--- src/rtl/sequential_signed_divider.sv ---
`default_nettype none
// ============================================================================
// sequential_signed_divider
//   Restoring signed divider: one quotient bit per clock, start/done handshake.
//   Revision: 1.0
// ============================================================================
module sequential_signed_divider #(
  parameter int WIDTH = 8
) (
  input  logic             clk,
  input  logic             rst,
  input  logic             start,
  input  logic [WIDTH-1:0] dividend,
  input  logic [WIDTH-1:0] divisor,
  output logic             busy,
  output logic             done,
  output logic [WIDTH-1:0] quotient,
  output logic [WIDTH-1:0] remainder,
  output logic             div_by_zero
);

  localparam int CW = $clog2(WIDTH + 1);

  localparam logic [1:0] IDLE = 2'd0;
  localparam logic [1:0] CALC = 2'd1;
  localparam logic [1:0] SIGN = 2'd2;

  logic [1:0]       state_q, state_d;
  logic [CW-1:0]    cnt_q, cnt_d;
  logic [WIDTH-1:0] rem_q, rem_d;
  logic [WIDTH-1:0] quo_q, quo_d;
  logic [WIDTH-1:0] dvs_q, dvs_d;
  logic             neg_quo_q, neg_quo_d;
  logic             neg_rem_q, neg_rem_d;
  logic             zero_q, zero_d;
  logic [WIDTH-1:0] quotient_q, quotient_d;
  logic [WIDTH-1:0] remainder_q, remainder_d;
  logic             div_by_zero_q, div_by_zero_d;
  logic             done_q, done_d;

  logic [WIDTH-1:0] abs_dividend;
  logic [WIDTH-1:0] abs_divisor;
  logic [WIDTH:0]   shifted;
  logic [WIDTH:0]   trial;

  assign abs_dividend = dividend[WIDTH-1] ? (~dividend + 1'b1) : dividend;
  assign abs_divisor  = divisor[WIDTH-1]  ? (~divisor + 1'b1)  : divisor;

  // The settled partial remainder is always below the divisor, so WIDTH bits
  // hold it; only the shifted trial value needs the extra bit.
  assign shifted = {rem_q, quo_q[WIDTH-1]};
  assign trial   = shifted - {1'b0, dvs_q};

  always_comb begin
    state_d       = state_q;
    cnt_d         = cnt_q;
    rem_d         = rem_q;
    quo_d         = quo_q;
    dvs_d         = dvs_q;
    neg_quo_d     = neg_quo_q;
    neg_rem_d     = neg_rem_q;
    zero_d        = zero_q;
    quotient_d    = quotient_q;
    remainder_d   = remainder_q;
    div_by_zero_d = div_by_zero_q;
    done_d        = 1'b0;
    case (state_q)
      IDLE: begin
        if (start) begin
          rem_d     = '0;
          quo_d     = abs_dividend;
          dvs_d     = abs_divisor;
          neg_quo_d = dividend[WIDTH-1] ^ divisor[WIDTH-1];
          neg_rem_d = dividend[WIDTH-1];
          zero_d    = (divisor == '0);
          cnt_d     = CW'(WIDTH);
          state_d   = CALC;
        end
      end
      CALC: begin
        // quo_q doubles as the dividend shifter: its MSB feeds the remainder.
        if (!trial[WIDTH]) begin
          rem_d = trial[WIDTH-1:0];
          quo_d = {quo_q[WIDTH-2:0], 1'b1};
        end else begin
          rem_d = shifted[WIDTH-1:0];
          quo_d = {quo_q[WIDTH-2:0], 1'b0};
        end
        cnt_d = cnt_q - 1'b1;
        if (cnt_q == CW'(1)) begin
          state_d = SIGN;
        end
      end
      SIGN: begin
        if (zero_q) begin
          quotient_d = '1;
        end else begin
          quotient_d = neg_quo_q ? (~quo_q + 1'b1) : quo_q;
        end
        remainder_d   = neg_rem_q ? (~rem_q + 1'b1) : rem_q;
        div_by_zero_d = zero_q;
        done_d        = 1'b1;
        state_d       = IDLE;
      end
      default: begin
        state_d = IDLE;
      end
    endcase
  end

  always_ff @(posedge clk) begin
    if (rst) begin
      state_q       <= IDLE;
      cnt_q         <= '0;
      rem_q         <= '0;
      quo_q         <= '0;
      dvs_q         <= '0;
      neg_quo_q     <= 1'b0;
      neg_rem_q     <= 1'b0;
      zero_q        <= 1'b0;
      quotient_q    <= '0;
      remainder_q   <= '0;
      div_by_zero_q <= 1'b0;
      done_q        <= 1'b0;
    end else begin
      state_q       <= state_d;
      cnt_q         <= cnt_d;
      rem_q         <= rem_d;
      quo_q         <= quo_d;
      dvs_q         <= dvs_d;
      neg_quo_q     <= neg_quo_d;
      neg_rem_q     <= neg_rem_d;
      zero_q        <= zero_d;
      quotient_q    <= quotient_d;
      remainder_q   <= remainder_d;
      div_by_zero_q <= div_by_zero_d;
      done_q        <= done_d;
    end
  end

  assign busy        = (state_q != IDLE);
  assign done        = done_q;
  assign quotient    = quotient_q;
  assign remainder   = remainder_q;
  assign div_by_zero = div_by_zero_q;

endmodule
`default_nettype wire

--- config.mk ---
export PLATFORM = sky130hd
export DESIGN_NAME = sequential_signed_divider
export DESIGN_NICKNAME = d
export VERILOG_FILES = /design/src/rtl/sequential_signed_divider.sv
export SDC_FILE = /design/constraint.sdc
export NUM_CORES = 1
export LEC_CHECK = 0
export CORE_MARGIN = 10
export CORE_UTILIZATION = 38
export CTS_CLUSTER_DIAMETER = 30
export DETAILED_ROUTE_END_ITERATION = 10
export MAX_ROUTING_LAYER = met4
export SYNTH_ARGS = -nofsm -noshare
export SYNTH_HDL_FRONTEND = slang
export SYNTH_SLANG_ARGS = --single-unit
--- constraint.sdc ---
create_clock -name clk -period 2.6 [get_ports clk]
set_input_delay 0.52 -clock clk [delete_from_list [all_inputs] [get_ports clk]]
set_output_delay 0.52 -clock clk [all_outputs]
set_load 0.1 [all_outputs]
==> results.json, run 1 <==
{
  "status": "complete, no violations",
  "dieArea_mm2": 0.0113,
  "overflow": 0,
  "endpoint_kind": "flop",
  "num_rows": 31,
  "rsz0062_at_grt": "false",
  "synth_top_area_share": 0.360,
  "fin_skew_ns": 0.00920,
  "fp.dieH_um": 106,
  "dpl.cell_count": 472,
  "design_power_total_w": 0.00213,
  "final.setup.tns_ns": 0,
  "p_leak_nw": 1.32,
  "finalHoldViolCount": 0,
  "startpoint": "quo_q[7]$_SDFFE_PP0P_",
  "grt_pass1_wl_um": 10700,
  "cp_slowest_stage_delay_ns": 0.40,
  "clk_latency_ns": 0.30,
  "ys_seq_area_frac": 0.360,
  "hp-class": "reg -> reg",
  "antenna_found_initial": 0,
  "grt_max_degree": 25,
  "ios": 38,
  "synth_edf_count": 0,
  "layout_common_cells": "dfxtp_1 (50), nor2_1 (37), nand2_1 (33)",
  "slowest_stage": "fa_2",
  "stdcell_area_mm2": 0.00340,
  "r2r_end": "rem_q[0]$_SDFFE_PP0P_",
  "seqPwrFrac": 0.426,
  "maxCapViolations": 0,
  "start_util": 0.391,
  "grt_pass1_vias": 2243,
  "cts_sinks": 51,
  "synth.distinct_cells": 47,
  "worst_ep_arrival_time_ns": 2.67,
  "path_buf_inv": 3,
  "io_buffers": 37,
  "slew_headroom": 0.690,
  "syn_area_mm2": 0.00283,
  "sw_frac_of_total": 0.354,
  "min_to": "div_by_zero$_SDFFE_PP0P_",
  "min_from": "div_by_zero$_SDFFE_PP0P_",
  "switchingPower_w": 0.000752,
  "finalNetCount": 416,
  "grt_usage": 0.116,
  "finalCritPeriodShare": 0.954,
  "vias_per_cell": 5.06,
  "p_comb_frac": 0.363,
  "p_per_area_mw_per_mm2": 625,
  "synth_fp_nets": 377,
  "wirelength_um": 6370,
  "slew_viol_final": 0,
  "fin_util": 0.469,
  "core_region_area_mm2": 0.00725,
  "p_int_w": 0.00137,
  "tritoncts": "yes",
  "nFillCells": 744,
  "clockBufferDepth": 2,
  "cts_made_buffers": 5,
  "drt_iter0_drc": 98,
  "r2r_setup_slack_ns": 0.12,
  "drc": 0,
  "p_clk_frac": 0.212,
  "period_minus_slack_ns": 2.48,
  "worst_ep_required_time_ns": 2.79,
  "layout-drive-gt1-share": 0.128,
  "mostFrequentLayoutCell": "dfxtp_1",
  "firstDrtPassIters": 4,
  "num_vias": 2438,
  "cts_root_buffer": "clkbuf_8",
  "synth_area_leaders": "dfxtp_1 (36%), ha_1 (6.2%), nor2_1 (4.9%)",
  "ant_nets": 0,
  "path_delay_family": "compound AO/OA/AOI/OAI gates",
  "syn_avg_cell_area_um2": 8.26,
  "reg2reg_depth": 11,
  "path_cells": "inv_1 -> ha_2 -> inv_1 -> fa_2 -> a211oi_4 -> nor3_2 -> mux2i_1 -> a2111o_1 -> buf_6 -> mux2i_1 -> a22o_1",
  "htree_levels": 2,
  "holdPathStages": 2,
  "die_x_um": 106,
  "place_area_mm2": 0.00329,
  "n_antenna_cell": 0,
  "path_clk_slew_ns": 0.09,
  "post_drt_wl_per_cell_um": 13.2,
  "critical_path.max_fanout": 6,
  "setup_viol": 0,
  "startpoint_type": "flop",
  "synthCells": 343,
  "dp_hpwl_um": 4970,
  "layout.cells.non_filler": 482,
  "ys_ff_latch": 51,
  "synth_area_leader_cell": "dfxtp_1",
  "synth-main-ff-cell": "dfxtp_1",
  "tightest_slew_ns": 0.453,
  "fmax_mhz": 403,
  "area_delta_synth_final_pct": 20.1,
  "ys_async_sr_fraction": 0,
  "place.gp.congestion": 0.813,
  "yosysWarningCount": 0,
  "worstReg2RegStart": "quo_q[7]$_SDFFE_PP0P_",
  "peakVddDrop_v": 0.000213,
  "critical_path_class": "reg -> reg"
}
per-stage QoR:
stage | setup WS, ns | hold WS [ns]
after floorplan | 0.278 | 0.440
after global placement | 0.140 | 0.443
after detailed placement | 0.0437 | 0.447
after CTS | 0.0222 | 0.461
after global routing | 0.0211 | 0.515
final | 0.121 | 0.460
area by class of cell:
cell class              count  area (um2)  area share
repair buffers             50         422       0.124
well taps                  99         124      0.0364
clock buffers               6        72.6      0.0213
flip-flops and latches     51        1020       0.300
clock inverters             2        12.5     0.00368
multi-input cells         251        1660       0.489
inverters                  23        86.3      0.0254
how the worst max path moves through the flow:
stage                                  endpoint  slack [ns]  cells after the start
after global routing      rem_q[0]$_SDFFE_PP0P_        0.02                     11
after CTS                 rem_q[0]$_SDFFE_PP0P_        0.02                     11
final                     rem_q[0]$_SDFFE_PP0P_        0.12                     11
after floorplan           rem_q[3]$_SDFFE_PP0P_        0.28                     11
after global placement    rem_q[7]$_SDFFE_PP0P_        0.14                     11
after detailed placement  rem_q[0]$_SDFFE_PP0P_        0.04                     11
timing repair:
item,in CTS,in global routing
resized for setup,1,4
hold buffers,0,0
endpoints found under the setup margin,2,6
buffers inserted,1,0
gates cloned,0,1
pin swaps,1,3
worst min-delay path: stages (launching register included):
cell and delay, ns:
dfxtp_1 0.32, nand2_1 0.05, a21oi_1 0.05
flip-flops by register name (all words and copies together) (netlist names):
signal       flops
cnt_q            4
div_by_zero      1
done             1
dvs_q            8
neg_quo_q        1
neg_rem_q        1
quo_q            8
quotient         8
rem_q            8
remainder        8
state_q          2
zero_q           1
logic make-up (layout without fill, tap and decap cells):
family	count (synthesis)	in the layout	synth area share
AND/OR/NAND/NOR	122	122	0.200
XOR/XNOR	29	29	0.0897
buffers and inverters	41	81	0.0570
flip-flops	51	51	0.360
adder cells (fa/ha/maj)	15	15	0.0689
AO/OA/AOI/OAI	77	77	0.196
multiplexers	8	8	0.0283
layer usage:
metal / track usage / part of all wire / wire [um]
met4: 0.0455 / 0.019 / 123
met3: 0.0236 / 0.045 / 289
met1: 0.155 / 0.51 / 3230
met2: 0.167 / 0.43 / 2730
met5: - / 0 / 0
power by group through the flow:
stage                     combinational, W  sequential [W]  clock [W]
after floorplan                   0.000557        0.000934          0
after global placement            0.000719        0.000922          0
after detailed placement          0.000727        0.000923          0
after CTS                         0.000739        0.000905   0.000464
after global routing              0.000856        0.000916   0.000492
final                             0.000770        0.000905   0.000450
cells in the mapped netlist (2+ instances only):
library cell	n
inv_1	23
o21ai_0	14
or3_1	3
a21oi_1	12
and2_1	2
o31ai_1	6
nor2b_1	7
nor3_1	19
dfxtp_1	51
a22oi_1	5
a31oi_1	2
nor4_1	2
xor2_1	15
o221ai_1	2
nand2_1	33
xnor2_1	14
o21ai_1	3
nor2_1	37
o311ai_2	2
mux2i_1	8
a211oi_1	15
nand3_1	7
o21bai_1	2
ha_1	14
nand2b_1	7
o41ai_1	2
clkbuf_1	16
No activity file was read; power rests on OpenSTA's default activity.
==> run 2: changes to the inputs <==
--- a/constraint.sdc
+++ b/constraint.sdc
@@ -3,2 +3,2 @@
 set_output_delay 0.52 -clock clk [all_outputs]
-set_load 0.1 [all_outputs]
+set_load 0.01 [all_outputs]
==> run 2 against run 1 <==
Net effect: maximum frequency up 2.9%; highest routed layer unchanged; via count down 0.82%; critical path type unchanged; clock power up 24%; register-to-register slack better by 0.07 ns.
==> results.json, run 2 (synthesis gave the netlist of run 1 again) <==
{
  "worstReg2RegStart": "quo_q[7]$_SDFFE_PP0P_",
  "holdPathStages": 2,
  "area_delta_synth_final_pct": 22.2,
  "finalCritPeriodShare": 0.927,
  "grt_pass1_vias": 2297,
  "p_per_area_mw_per_mm2": 626,
  "reg2reg_depth": 11,
  "p_leak_nw": 1.29,
  "grt_usage": 0.117,
  "layout.cells.non_filler": 480,
  "clk_latency_ns": 0.31,
  "clockBufferDepth": 2,
  "cp-endpoint": "rem_q[7]$_SDFFE_PP0P_",
  "finalHoldViolCount": 0,
  "antenna_found_initial": 0,
  "final.setup.tns_ns": 0,
  "ios": 38,
  "finalNetCount": 414,
  "r2r_setup_slack_ns": 0.19,
  "fin_skew_ns": 0.00738,
  "startpoint_type": "flop",
  "cts_root_buffer": "clkbuf_8",
  "setup_viol": 0,
  "drc": 0,
  "slew_headroom": 0.678,
  "cp_slowest_stage_delay_ns": 0.40,
  "maxCapViolations": 0,
  "dieArea_mm2": 0.0113,
  "tightest_slew_ns": 0.483,
  "n_antenna_cell": 0,
  "peakVddDrop_v": 0.000255,
  "die_x_um": 106,
  "grt_pass1_wl_um": 10800,
  "grt_max_degree": 25,
  "num_vias": 2418,
  "drt_iter0_drc": 116,
  "cts_made_buffers": 5,
  "postCtsSetupBuffers": 0,
  "path_cells": "inv_1 -> ha_1 -> inv_1 -> fa_2 -> a211oi_4 -> nor3_2 -> mux2i_1 -> a2111o_1 -> buf_6 -> o31a_2 -> o21ai_0",
  "core_region_area_mm2": 0.00725,
  "worst_ep_arrival_time_ns": 2.65,
  "slew_viol_final": 0,
  "fmax_mhz": 415,
  "fin_util": 0.477,
  "fp.dieH_um": 106,
  "crit_top_cell": "inv_1",
  "dp_hpwl_um": 5010,
  "critical_path.max_fanout": 12,
  "post_drt_wl_per_cell_um": 13.4,
  "hp-class": "reg -> reg",
  "ant_nets": 0,
  "vias_per_cell": 5.04,
  "slowest_stage": "fa_2",
  "r2r_end": "rem_q[7]$_SDFFE_PP0P_",
  "cts_sinks": 51,
  "rsz0062_at_grt": "false",
  "period_minus_slack_ns": 2.41,
  "firstDrtPassIters": 4,
  "status": "complete, no violations",
  "worst_ep_required_time_ns": 2.84,
  "layout_common_cells": "dfxtp_1 (51), nor2_1 (37), clkdlybuf4s50_1 (37)",
  "critical_path_class": "reg -> reg",
  "wirelength_um": 6420,
  "stdcell_area_mm2": 0.00346,
  "hold_ws_ns": 0.459,
  "startpoint": "quo_q[7]$_SDFFE_PP0P_",
  "start_util": 0.391,
  "overflow": 0,
  "tritoncts": "yes",
  "endpoint_kind": "flop",
  "place_area_mm2": 0.00333,
  "htree_levels": 2,
  "num_rows": 31,
  "io_buffers": 37,
  "layout-drive-gt1-share": 0.0709,
  "place.gp.congestion": 0.808,
  "mostFrequentLayoutCell": "dfxtp_1",
  "path_clk_slew_ns": 0.10,
  "dpl.cell_count": 472
}
[run 2: per-stage QoR]
stage          setup WS (ns)  power (W)
2_1_floorplan          0.278    0.00145
4_1_cts               0.0492    0.00217
3_3_place_gp           0.140    0.00160
5_1_grt               0.0328    0.00231
3_5_place_dp          0.0684    0.00161
6_report               0.191    0.00216
[run 2: worst min-delay path by stage]
stage,start,to,slack (ns)
after detailed placement,div_by_zero$_SDFFE_PP0P_,div_by_zero$_SDFFE_PP0P_,0.45
after floorplan,dvs_q[0]$_SDFFE_PP0P_,dvs_q[0]$_SDFFE_PP0P_,0.44
after global placement,div_by_zero$_SDFFE_PP0P_,div_by_zero$_SDFFE_PP0P_,0.44
after CTS,div_by_zero$_SDFFE_PP0P_,div_by_zero$_SDFFE_PP0P_,0.46
final,div_by_zero$_SDFFE_PP0P_,div_by_zero$_SDFFE_PP0P_,0.46
after global routing,dvs_q[0]$_SDFFE_PP0P_,dvs_q[0]$_SDFFE_PP0P_,0.48
[run 2: critical path: cells and delay by family, from the launching register on]
family | cells | cell delay [ns]
fa+ha+maj | 2 | 0.56
mux | 1 | 0.12
compound gates | 4 | 0.93
flops | 1 | 0.35
simple gates | 1 | 0.08
buf+inv | 3 | 0.30
[run 2: area by class of cell]
cell class	count	area [um2]
fill	738	3790
multi-input combinational	251	1660
sequential	51	1020
timing repair buffer	48	457
tap	99	124
inverter	23	86.3
clock buffer	5	68.8
clock inverter	3	43.8
[run 2: metal layers]
| metal | share of wire | up-vias | global-route usage |
|---|---|---|---|
| li1 | - | 1269 | - |
| met1 | 0.49 | 1084 | 0.147 |
| met2 | 0.43 | 57 | 0.176 |
| met3 | 0.061 | 8 | 0.0278 |
| met4 | 0.017 | 0 | 0.0445 |
| met5 | 0 | - | - |
[run 2: power by group]
group          leakage (nW)  switching [W]  total [W]  internal (W)
clock network        0.0581       0.000271   0.000558      0.000287
logic                 0.817       0.000369   0.000700      0.000331
registers             0.415      0.0000651   0.000906      0.000841
[run 2: repair_timing]
item | in CTS | in global routing
hold buffers | 0 | 0
gates resized for setup | 0 | 3
endpoints found under the setup margin | 0 | 7
==> run 3: changes to the inputs <==
Settings changed: CAP_MARGIN set to 20.
Clock period 2.6 ns to 1.95 ns, I/O delays scaled along.
==> run 3 against run 2 <==
Net effect: the flow now finishes with violations (negative setup slack); register-to-register slack worse by 0.45 ns; first-iteration DRC count down 26%; sequential power grew 32%; wire length grew 2.7%; via count is 4.9% higher; sequential cell count unchanged; clock power rose by 34%; non-clock buffer count grew 31; utilization grew 3.3 points; cell count is 6.5% higher; highest routed layer unchanged.
==> results.json, run 3 (synthesis gave the netlist of run 1 again) <==
{
  "path_delay_family": "compound AO/OA/AOI/OAI gates",
  "peakVddDrop_v": 0.000343,
  "nFillCells": 730,
  "clk_latency_ns": 0.31,
  "fmax_mhz": 454,
  "path_clk_slew_ns": 0.09,
  "ios": 38,
  "slew_headroom": 0.723,
  "area_delta_synth_final_pct": 30.6,
  "worst_ep_arrival_time_ns": 2.45,
  "finalCritPeriodShare": 1.13,
  "ctsHoldBuffers": 0,
  "p_clk_frac": 0.248,
  "p_comb_frac": 0.354,
  "pre_cts_slack_ns": -0.400,
  "p_per_area_mw_per_mm2": 816,
  "worst_ep_required_time_ns": 2.20,
  "drc": 0,
  "num_vias": 2537,
  "grt_pass1_vias": 2491,
  "grt_usage": 0.122,
  "cts_made_buffers": 5,
  "failed_checks": "negative setup slack",
  "fin_skew_ns": 0.0107,
  "antenna_found_initial": 0,
  "vias_per_cell": 4.96,
  "drt_iter0_drc": 86,
  "cp_slowest_stage_delay_ns": 0.34,
  "firstDrtPassIters": 4,
  "design_power_total_w": 0.00302,
  "cts_sinks": 51,
  "tritoncts": "yes",
  "startpoint_type": "flop",
  "wirelength_um": 6590,
  "finalHoldViolCount": 0,
  "grt_max_degree": 25,
  "switchingPower_w": 0.000980,
  "grt_pass1_wl_um": 11400,
  "cts_root_buffer": "clkbuf_8",
  "die_x_um": 106,
  "fp.dieH_um": 106,
  "critical_path.max_fanout": 6,
  "n_antenna_cell": 0,
  "mostFrequentLayoutCell": "dfxtp_1",
  "io_buffers": 37,
  "seqPwrFrac": 0.398,
  "critical_path_class": "reg -> reg",
  "ant_nets": 0,
  "maxCapViolations": 0,
  "finalNetCount": 445,
  "hold_ws_ns": 0.467,
  "fin_util": 0.510,
  "period_minus_slack_ns": 2.20,
  "num_rows": 31,
  "rsz0062_at_grt": "true",
  "dpl.cell_count": 501,
  "hp-class": "reg -> reg",
  "status": "finished, violations left",
  "dp_hpwl_um": 5360,
  "clockBufferDepth": 2,
  "layout.cells.non_filler": 511,
  "tightest_slew_ns": 0.416,
  "layout_common_cells": "dfxtp_1 (49), buf_4 (40), nor2_1 (37), clkdlybuf4s50_1 (37), nand2_1 (33)",
  "path_cells": "inv_2 -> ha_4 -> inv_2 -> fa_2 -> a211oi_2 -> nor3_2 -> mux2i_1 -> a2111o_1 -> buf_6 -> o31a_2 -> o21ai_1",
  "p_leak_nw": 1.44,
  "post_drt_wl_per_cell_um": 12.9,
  "slowest_stage": "fa_2",
  "slew_viol_final": 0,
  "core_region_area_mm2": 0.00725,
  "htree_levels": 2,
  "dieArea_mm2": 0.0113,
  "path_buf_inv": 3,
  "fin_ws_ns": -0.255,
  "start_util": 0.391,
  "place.gp.congestion": 0.799,
  "overflow": 0,
  "layout-drive-gt1-share": 0.153,
  "p_int_w": 0.00204,
  "crit_top_cell": "inv_2",
  "sw_frac_of_total": 0.325,
  "setup_viol": 9,
  "endpoint_kind": "flop"
}
==> run 3: timing repair <==
item	4_1_cts	5_1_grt
gates cloned	1	0
setup buffers	0	1
pin swaps	4	0
gates resized for setup	3	0
setup endpoints to repair	9	9
==> run 3: final timing paths <==
kind	startpoint	to	slack (ns)	cells past startpoint
setup reg to reg	quo_q[7]$_SDFFE_PP0P_	rem_q[7]$_SDFFE_PP0P_	-0.25	11
hold / removal	div_by_zero$_SDFFE_PP0P_	div_by_zero$_SDFFE_PP0P_	0.47	2
hold reg to reg	div_by_zero$_SDFFE_PP0P_	div_by_zero$_SDFFE_PP0P_	0.47	2
setup / recovery	quo_q[7]$_SDFFE_PP0P_	rem_q[7]$_SDFFE_PP0P_	-0.25	11
==> run 3: cell type report <==
class                           instances  area [um2]  share of cell area
Sequential cell                        51        1020               0.277
Clock inverter                          3        43.8              0.0118
Tap cell                               99         124              0.0335
Timing Repair Buffer                   79         687               0.186
Clock buffer                            5        68.8              0.0186
Inverter                               23        86.3              0.0233
Multi-Input combinational cell        251        1670               0.450
==> run 3: stage by stage <==
step | setup TNS, ns | cell area, um2
3_3_place_gp | -2.54 | 3570
3_5_place_dp | -2.92 | 3570
6_report | -1.67 | 3700
5_1_grt | -2.99 | 3700
2_1_floorplan | -2.25 | 2850
4_1_cts | -1.83 | 3690
==> run 3: per-layer routing <==
layer,wire [um],up-vias,global-route usage
met3,325,8,0.0242
met2,2900,47,0.187
met4,93,0,0.0455
met5,0,-,-
li1,-,1332,-
met1,3270,1150,0.156
==> run 3: worst reg2reg max path, delay by kind of cell, from the launching register on <==
kind	cells	cell delay (ns)
compound gates	4	0.90
fa+ha+maj	2	0.47
flops	1	0.33
buf+inv	3	0.26
mux	1	0.12
simple gates	1	0.08
==> run 3: power by group through the flow <==
stage	logic (W)	registers, W	clock network (W)
2_1_floorplan	0.000724	0.00121	0
3_3_place_gp	0.00102	0.00122	0
3_5_place_dp	0.00104	0.00122	0
4_1_cts	0.00107	0.00120	0.000769
5_1_grt	0.00120	0.00121	0.000818
6_report	0.00107	0.00120	0.000749
